<file path="config.mk">
export PLATFORM = sky130hd
export DESIGN_NAME = dds_sweep_ctrl
export DESIGN_NICKNAME = d
export VERILOG_FILES = /design/src/rtl/dds_pkg.sv /design/src/rtl/dds_dwell_timer.sv /design/src/rtl/dds_sweep_ctrl.sv
export SDC_FILE = /design/constraint.sdc
export NUM_CORES = 1
export LEC_CHECK = 0
export CORE_MARGIN = 2
export CORE_UTILIZATION = 50
export CTS_BUF_LIST = sky130_fd_sc_hd__clkbuf_4 sky130_fd_sc_hd__clkbuf_8
export DETAILED_ROUTE_END_ITERATION = 6
export GPL_TIMING_DRIVEN = 1
export PLACE_DENSITY = 0.74
export SLEW_MARGIN = 20
export SYNTH_ARGS = -nofsm -noshare
export SYNTH_HDL_FRONTEND = slang
export SYNTH_SLANG_ARGS = --single-unit
export TNS_END_PERCENT = 10
</file>
<file path="constraint.sdc">
create_clock -name clk -period 5.25 [get_ports clk]
set_clock_uncertainty 0.05 [all_clocks]
set_input_delay 1.575 -clock clk [delete_from_list [all_inputs] [get_ports clk]]
set_output_delay 1.575 -clock clk [all_outputs]
set_load 0.005 [all_outputs]
</file>
<file path="src/rtl/dds_pkg.sv">
`default_nettype none
// dds_pkg: sweep mode codes and controller state encoding shared by the sweep controller files.
package dds_pkg;

  localparam logic [1:0] SWP_SINGLE = 2'b00;
  localparam logic [1:0] SWP_REPEAT = 2'b01;
  localparam logic [1:0] SWP_BIDIR  = 2'b10;

  typedef enum logic [0:0] {
    ST_IDLE  = 1'b0,
    ST_SWEEP = 1'b1
  } sweep_state_e;

endpackage
`default_nettype wire

</file>
<file path="src/rtl/dds_dwell_timer.sv">
`default_nettype none
// dds_dwell_timer: down-counter that pulses expire_o when a dwell period ends.
// The counter reloads itself on expiry, so each dwell lasts reload_i+1 cycles.
module dds_dwell_timer #(
  parameter int DWELL_WIDTH = 24
) (
  input  logic                   clk,
  input  logic                   rst_n,
  input  logic                   load_i,
  input  logic                   run_i,
  input  logic [DWELL_WIDTH-1:0] reload_i,
  output logic                   expire_o
);

  logic [DWELL_WIDTH-1:0] cnt_q;
  logic [DWELL_WIDTH-1:0] cnt_d;

  always_comb begin
    cnt_d = cnt_q;
    if (load_i) begin
      cnt_d = reload_i;
    end else if (run_i) begin
      cnt_d = (cnt_q == '0) ? reload_i : cnt_q - DWELL_WIDTH'(1);
    end
  end

  always_ff @(posedge clk or negedge rst_n) begin
    if (!rst_n) begin
      cnt_q <= '0;
    end else begin
      cnt_q <= cnt_d;
    end
  end

  assign expire_o = run_i && (cnt_q == '0);

endmodule
`default_nettype wire

</file>
<file path="src/rtl/dds_sweep_ctrl.sv">
`default_nettype none
// dds_sweep_ctrl: frequency-sweep controller driving the DDS fre/pha words (single/repeat/bidir).
// Optional define DDS_SWEEP_MARKER_EN adds cfg_marker_i and a marker_o crossing pulse.
module dds_sweep_ctrl
  import dds_pkg::*;
#(
  parameter int PHASE_WIDTH = 32,
  parameter int DWELL_WIDTH = 24
) (
  input  logic                   clk,
  input  logic                   rst_n,
  input  logic                   cfg_valid_i,
  output logic                   cfg_ready_o,
  input  logic [PHASE_WIDTH-1:0] cfg_start_i,
  input  logic [PHASE_WIDTH-1:0] cfg_stop_i,
  input  logic [PHASE_WIDTH-1:0] cfg_step_i,
  input  logic [DWELL_WIDTH-1:0] cfg_dwell_i,
  input  logic [1:0]             cfg_mode_i,
  input  logic [PHASE_WIDTH-1:0] cfg_pha_i,
`ifdef DDS_SWEEP_MARKER_EN
  input  logic [PHASE_WIDTH-1:0] cfg_marker_i,
  output logic                   marker_o,
`endif
  input  logic                   start_i,
  input  logic                   abort_i,
  output logic [PHASE_WIDTH-1:0] fre_word_o,
  output logic [PHASE_WIDTH-1:0] pha_word_o,
  output logic                   busy_o,
  output logic                   done_o,
  output logic                   wrap_o
);

  sweep_state_e           state_q;
  logic [PHASE_WIDTH-1:0] start_q, stop_q, step_q, pha_cfg_q;
  logic [DWELL_WIDTH-1:0] dwell_q;
  logic [1:0]             mode_q;
  logic [PHASE_WIDTH-1:0] fre_q, fre_d, pha_q, pha_d;
  logic                   up_q, up_d, to_stop_q, to_stop_d;
  logic                   done_q, wrap_q;

  logic                   w_cfg_accept, w_expire, w_at_target;
  logic                   w_launch, w_finish, w_wrap;
  logic [PHASE_WIDTH-1:0] w_target, w_rev_target;
  logic [DWELL_WIDTH-1:0] w_reload;

  // Carry/borrow in the extra bit forces a clamp, so the word never wraps past the target.
  function automatic logic [PHASE_WIDTH-1:0] step_toward(
    input logic [PHASE_WIDTH-1:0] cur,
    input logic [PHASE_WIDTH-1:0] step,
    input logic [PHASE_WIDTH-1:0] target,
    input logic                   up
  );
    logic [PHASE_WIDTH:0] nxt;
    logic                 clamp;
    if (up) begin
      nxt   = {1'b0, cur} + {1'b0, step};
      clamp = nxt[PHASE_WIDTH] || (nxt[PHASE_WIDTH-1:0] >= target);
    end else begin
      nxt   = {1'b0, cur} - {1'b0, step};
      clamp = nxt[PHASE_WIDTH] || (nxt[PHASE_WIDTH-1:0] <= target);
    end
    step_toward = clamp ? target : nxt[PHASE_WIDTH-1:0];
  endfunction

  assign w_cfg_accept = cfg_valid_i && (state_q == ST_IDLE);
  assign w_target     = to_stop_q ? stop_q : start_q;
  assign w_rev_target = to_stop_q ? start_q : stop_q;
  assign w_at_target  = (fre_q == w_target);
  assign w_reload     = (dwell_q == '0) ? '0 : dwell_q - DWELL_WIDTH'(1);

  dds_dwell_timer #(
    .DWELL_WIDTH(DWELL_WIDTH)
  ) u_dwell (
    .clk      (clk),
    .rst_n    (rst_n),
    .load_i   (w_launch),
    .run_i    (state_q == ST_SWEEP),
    .reload_i (w_reload),
    .expire_o (w_expire)
  );

  always_comb begin
    fre_d     = fre_q;
    pha_d     = pha_q;
    up_d      = up_q;
    to_stop_d = to_stop_q;
    w_launch  = 1'b0;
    w_finish  = 1'b0;
    w_wrap    = 1'b0;
    if (state_q == ST_IDLE) begin
      if (start_i && !abort_i) begin
        w_launch  = 1'b1;
        fre_d     = start_q;
        pha_d     = pha_cfg_q;
        up_d      = (stop_q >= start_q);
        to_stop_d = 1'b1;
      end
    end else if (!abort_i && w_expire) begin
      if (!w_at_target) begin
        fre_d = step_toward(fre_q, step_q, w_target, up_q);
      end else begin
        case (mode_q)
          SWP_REPEAT: begin
            fre_d  = start_q;
            w_wrap = 1'b1;
          end
          SWP_BIDIR: begin
            fre_d     = step_toward(fre_q, step_q, w_rev_target, !up_q);
            up_d      = !up_q;
            to_stop_d = !to_stop_q;
            w_wrap    = 1'b1;
          end
          default: w_finish = 1'b1;
        endcase
      end
    end
  end

  always_ff @(posedge clk or negedge rst_n) begin
    if (!rst_n) begin
      state_q   <= ST_IDLE;
      start_q   <= '0;
      stop_q    <= '0;
      step_q    <= '0;
      dwell_q   <= '0;
      mode_q    <= SWP_SINGLE;
      pha_cfg_q <= '0;
      fre_q     <= '0;
      pha_q     <= '0;
      up_q      <= 1'b0;
      to_stop_q <= 1'b0;
      done_q    <= 1'b0;
      wrap_q    <= 1'b0;
    end else begin
      if (w_cfg_accept) begin
        start_q   <= cfg_start_i;
        stop_q    <= cfg_stop_i;
        step_q    <= cfg_step_i;
        dwell_q   <= cfg_dwell_i;
        mode_q    <= cfg_mode_i;
        pha_cfg_q <= cfg_pha_i;
      end
      fre_q     <= fre_d;
      pha_q     <= pha_d;
      up_q      <= up_d;
      to_stop_q <= to_stop_d;
      done_q    <= w_finish;
      wrap_q    <= w_wrap;
      case (state_q)
        ST_IDLE:  if (w_launch) state_q <= ST_SWEEP;
        ST_SWEEP: if (abort_i || w_finish) state_q <= ST_IDLE;
        default:  state_q <= ST_IDLE;
      endcase
    end
  end

`ifdef DDS_SWEEP_MARKER_EN
  logic [PHASE_WIDTH-1:0] marker_cfg_q;
  logic                   marked_q, marker_q, w_hit;

  assign w_hit = up_d ? (fre_d >= marker_cfg_q) : (fre_d <= marker_cfg_q);

  // A pass restarts at launch and at every reload/reversal; the pulse fires once per pass.
  always_ff @(posedge clk or negedge rst_n) begin
    if (!rst_n) begin
      marker_cfg_q <= '0;
      marked_q     <= 1'b0;
      marker_q     <= 1'b0;
    end else begin
      if (w_cfg_accept) marker_cfg_q <= cfg_marker_i;
      marker_q <= 1'b0;
      if (w_launch || w_wrap) begin
        marked_q <= w_hit;
        marker_q <= w_hit;
      end else if ((state_q == ST_SWEEP) && !abort_i && w_expire && w_hit && !marked_q) begin
        marked_q <= 1'b1;
        marker_q <= 1'b1;
      end
    end
  end

  assign marker_o = marker_q;
`endif

  assign cfg_ready_o = (state_q == ST_IDLE);
  assign busy_o      = (state_q == ST_SWEEP);
  assign fre_word_o  = fre_q;
  assign pha_word_o  = pha_q;
  assign done_o      = done_q;
  assign wrap_o      = wrap_q;

endmodule
`default_nettype wire

</file>
==> impl_metrics.tcl <==
set metrics [dict create \
    slew_headroom 0.287 \
    finalSetupViolCount 31 \
    synth_top_cells_by_area "dfrtp_1 (30%), ha_1 (14%), mux2_2 (6.8%), mux2i_1 (6.6%), o21ai_0 (4.5%)" \
    hp-start "pha_cfg_q[2]$_DFFE_PN0P_" \
    hp-class "reg -> reg" \
    avgSynthCellArea_um2 9.06 \
    crit_top_cell "buf_4" \
    clock_latency_ns 0.65 \
    max_freq_ghz 0.182 \
    yosys_warnings 0 \
    worstReg2RegEnd "fre_word_o[16]$_DFFE_PN0P_" \
    async_flop_share 1.00 \
    cp-start-kind "flop" \
    setup.worst_path.class "reg -> reg" \
    yosys_most_used_dff "dfrtp_1" \
    rsz0062_at_grt "yes" \
    wire_per_inst_um 22.8 \
    outcome "complete, but fails checks" \
    drc_errors 0 \
    drv_cap 0 \
    layout.nets 3182 \
    grt-ovfl-total 0 \
    netlist_area_um2 20700 \
    synth_area_leader_cell "dfrtp_1" \
    worst_path_largest_cell_delay_ns 0.46 \
    clk_pin_slew_ns 0.06 \
    period_share 1.05 \
    grt_pass1_vias 20366 \
    antenna_cells 0 \
    r2r-start "fre_word_o[7]$_DFFE_PN0P_" \
    drive_above_1_share 0.258 \
    drt-pass1-iter-count 6 \
    critical-path-top-delay-family "compound AO/OA/AOI/OAI gates" \
    fillCellCount 3239 \
    area_growth_pct 34.2 \
    gp_congestion 0.986 \
    p_per_area_nw_per_um2 665 \
    drt_iter0_markers 1585 \
    min_path_cells 1 \
    worst_pin_slew_ns 1.07 \
    worstPathRequired_ns 5.73 \
    syn_nets 2663 \
    critPathSlowestCell "dfrtp_1" \
    grt.busiest_layer "met2" \
    cp_num_buf_inv 7 \
    post-place-ws_ns -0.557 \
    clockRootBuffer "clkbuf_8" \
    p_leak_nw 12.3 \
    start_util 0.506 \
    vias_per_cell 6.01 \
    yosys_register_bits 247 \
    worstPathArrival_ns 5.98 \
    ys_types 92 \
    r2r_cells 26 \
    dpl.hpwl_um 59800 \
    critPathCaptureType "flop" \
    die-width_um 207 \
    grt_util_met3 0.0681 \
    clock-sinks 247 \
    final_area_um2 27700 \
    postRouteAntennaNets 0 \
    grt_use_met1 0.501 \
    place_area_um2 25600 \
    finalHoldViolations 0 \
    die_h_um 207 \
    final_util 0.679 \
    rows 74 \
    yosysSeqAreaShare 0.299 \
    cts_buffers 48 \
    violations "negative setup slack" \
    whs_endpoint "pha_word_o[2]$_DFFE_PN0P_" \
    slew_viol_final 0 \
    coreArea_um2 40800 \
    clk_path_buf_depth 3 \
    dieArea_um2 43000 \
    worst_slack_ns -0.250 \
    htreeDepth 2 \
    track_usage 0.351 \
    port_buffers 226 \
    vias 20238 \
    ir_drop_v 0.000431 \
    grt_use_met2 0.536 \
    grt_max_degree 109 \
    cts_tree "done" \
    grt_pass1_wl_um 118000 \
    synthCells 2279 \
    period_minus_slack_ns 5.50 \
    synth_top_cell_area_share 0.299 \
    r2r_slack_ns -0.25 \
    num_io_pins 227 \
    synth-edff-count 0 \
    antenna_found_initial 0 \
    crit_fanout 5 \
    routed_wl_um 76800 \
]
[power breakdown]
part	total (mW)	internal, mW	switching [mW]
Combinational	13.6	6.39	7.19
Sequential	2.77	2.30	0.471
Clock	2.10	1.18	0.919
Total	18.4	9.87	8.58
[worst max-delay path by stage]
| stage | endpoint | startpoint | slack, ns | cells past startpoint |
|---|---|---|---|---|
| 6_report | fre_word_o[16]$_DFFE_PN0P_ | fre_word_o[7]$_DFFE_PN0P_ | -0.25 | 26 |
| 5_1_grt | fre_word_o[16]$_DFFE_PN0P_ | fre_word_o[7]$_DFFE_PN0P_ | -0.41 | 26 |
| 4_1_cts | fre_word_o[28]$_DFFE_PN0P_ | fre_word_o[1]$_DFFE_PN0P_ | -0.06 | 28 |
| 3_5_place_dp | fre_word_o[18]$_DFFE_PN0P_ | fre_word_o[2]$_DFFE_PN0P_ | -0.56 | 25 |
| 3_3_place_gp | fre_word_o[18]$_DFFE_PN0P_ | fre_word_o[2]$_DFFE_PN0P_ | -0.55 | 25 |
| 2_1_floorplan | fre_word_o[28]$_DFFE_PN0P_ | fre_word_o[0]$_DFFE_PN0P_ | 0.15 | 24 |
[placed cells by master (no fill, tap or decap), drive strengths merged, types with 78 or more instances in the layout]
master	n
nor2	157
mux2	128
mux2i	155
a21oi	118
clkdlybuf4s50	225
xnor2	95
ha	223
nand2	184
inv	125
o21ai	199
dfrtp	247
buf	349
clkbuf	78
[through the flow]
stage	std cells	total power, mW	hold slack (ns)	setup TNS (ns)
6_report	3366	18.4	0.440	-4.63
4_1_cts	3356	17.7	0.447	-0.205
3_3_place_gp	3248	14.7	0.434	-12.31
3_5_place_dp	3248	14.8	0.440	-13.66
2_1_floorplan	2279	9.63	0.414	0
5_1_grt	3366	19.6	0.471	-10.70
[flip-flops by register name (all words and copies together), names as in the netlist, 2 cells and up]
register	flops
pha_cfg_q	32
dwell_q	24
start_q	32
u_dwell.cnt_q	24
stop_q	32
fre_word_o	32
step_q	32
mode_q	2
pha_word_o	32
[layer usage]
metal  wire length (um)  part of all wire
met2              33100              0.43
met1              34300              0.45
met5                  0                 0
met4               2840             0.037
met3               6610             0.086
[cell usage after synthesis (all sizes together) (12+ instances only)]
| library cell | number |
|---|---|
| dfrtp | 247 |
| and3 | 13 |
| nand2 | 184 |
| nand3 | 38 |
| o211ai | 27 |
| a211oi | 25 |
| mux2 | 128 |
| inv | 123 |
| nor2 | 157 |
| nand4 | 25 |
| a31oi | 21 |
| o31ai | 15 |
| nand2b | 27 |
| a221oi | 19 |
| ha | 223 |
| o21a | 14 |
| xnor2 | 95 |
| nor2b | 26 |
| clkbuf | 67 |
| nor4 | 28 |
| mux2i | 155 |
| or3 | 13 |
| nor3 | 58 |
| buf | 39 |
| or4 | 12 |
| a21oi | 118 |
| a21o | 21 |
| xor2 | 24 |
| o21ai | 199 |
[final cells by class]
type,count,area [um^2],share of cell area
clock buffers,77,935,0.0337
clock inverters,9,88.8,0.00320
inverters,123,462,0.0166
multi-input cells,1803,14400,0.518
flip-flops and latches,247,6190,0.223
well taps,532,666,0.0240
repair buffers,575,5030,0.181
[cells by family after synthesis]
family	share of synthesized area
compound gates	0.173
xor+xnor	0.0505
fa+ha+maj	0.138
buf+inv	0.0458
flops	0.299
mux	0.149
simple gates	0.144
[what timing repair did]
action,4_1_cts,5_1_grt
pin swaps,42,25
gates cloned,1,1
setup buffers,21,9
setup endpoints to repair,32,32
resized for setup,88,67
hold buffers,0,0
Note: power is estimated with default switching activity, not from simulation.
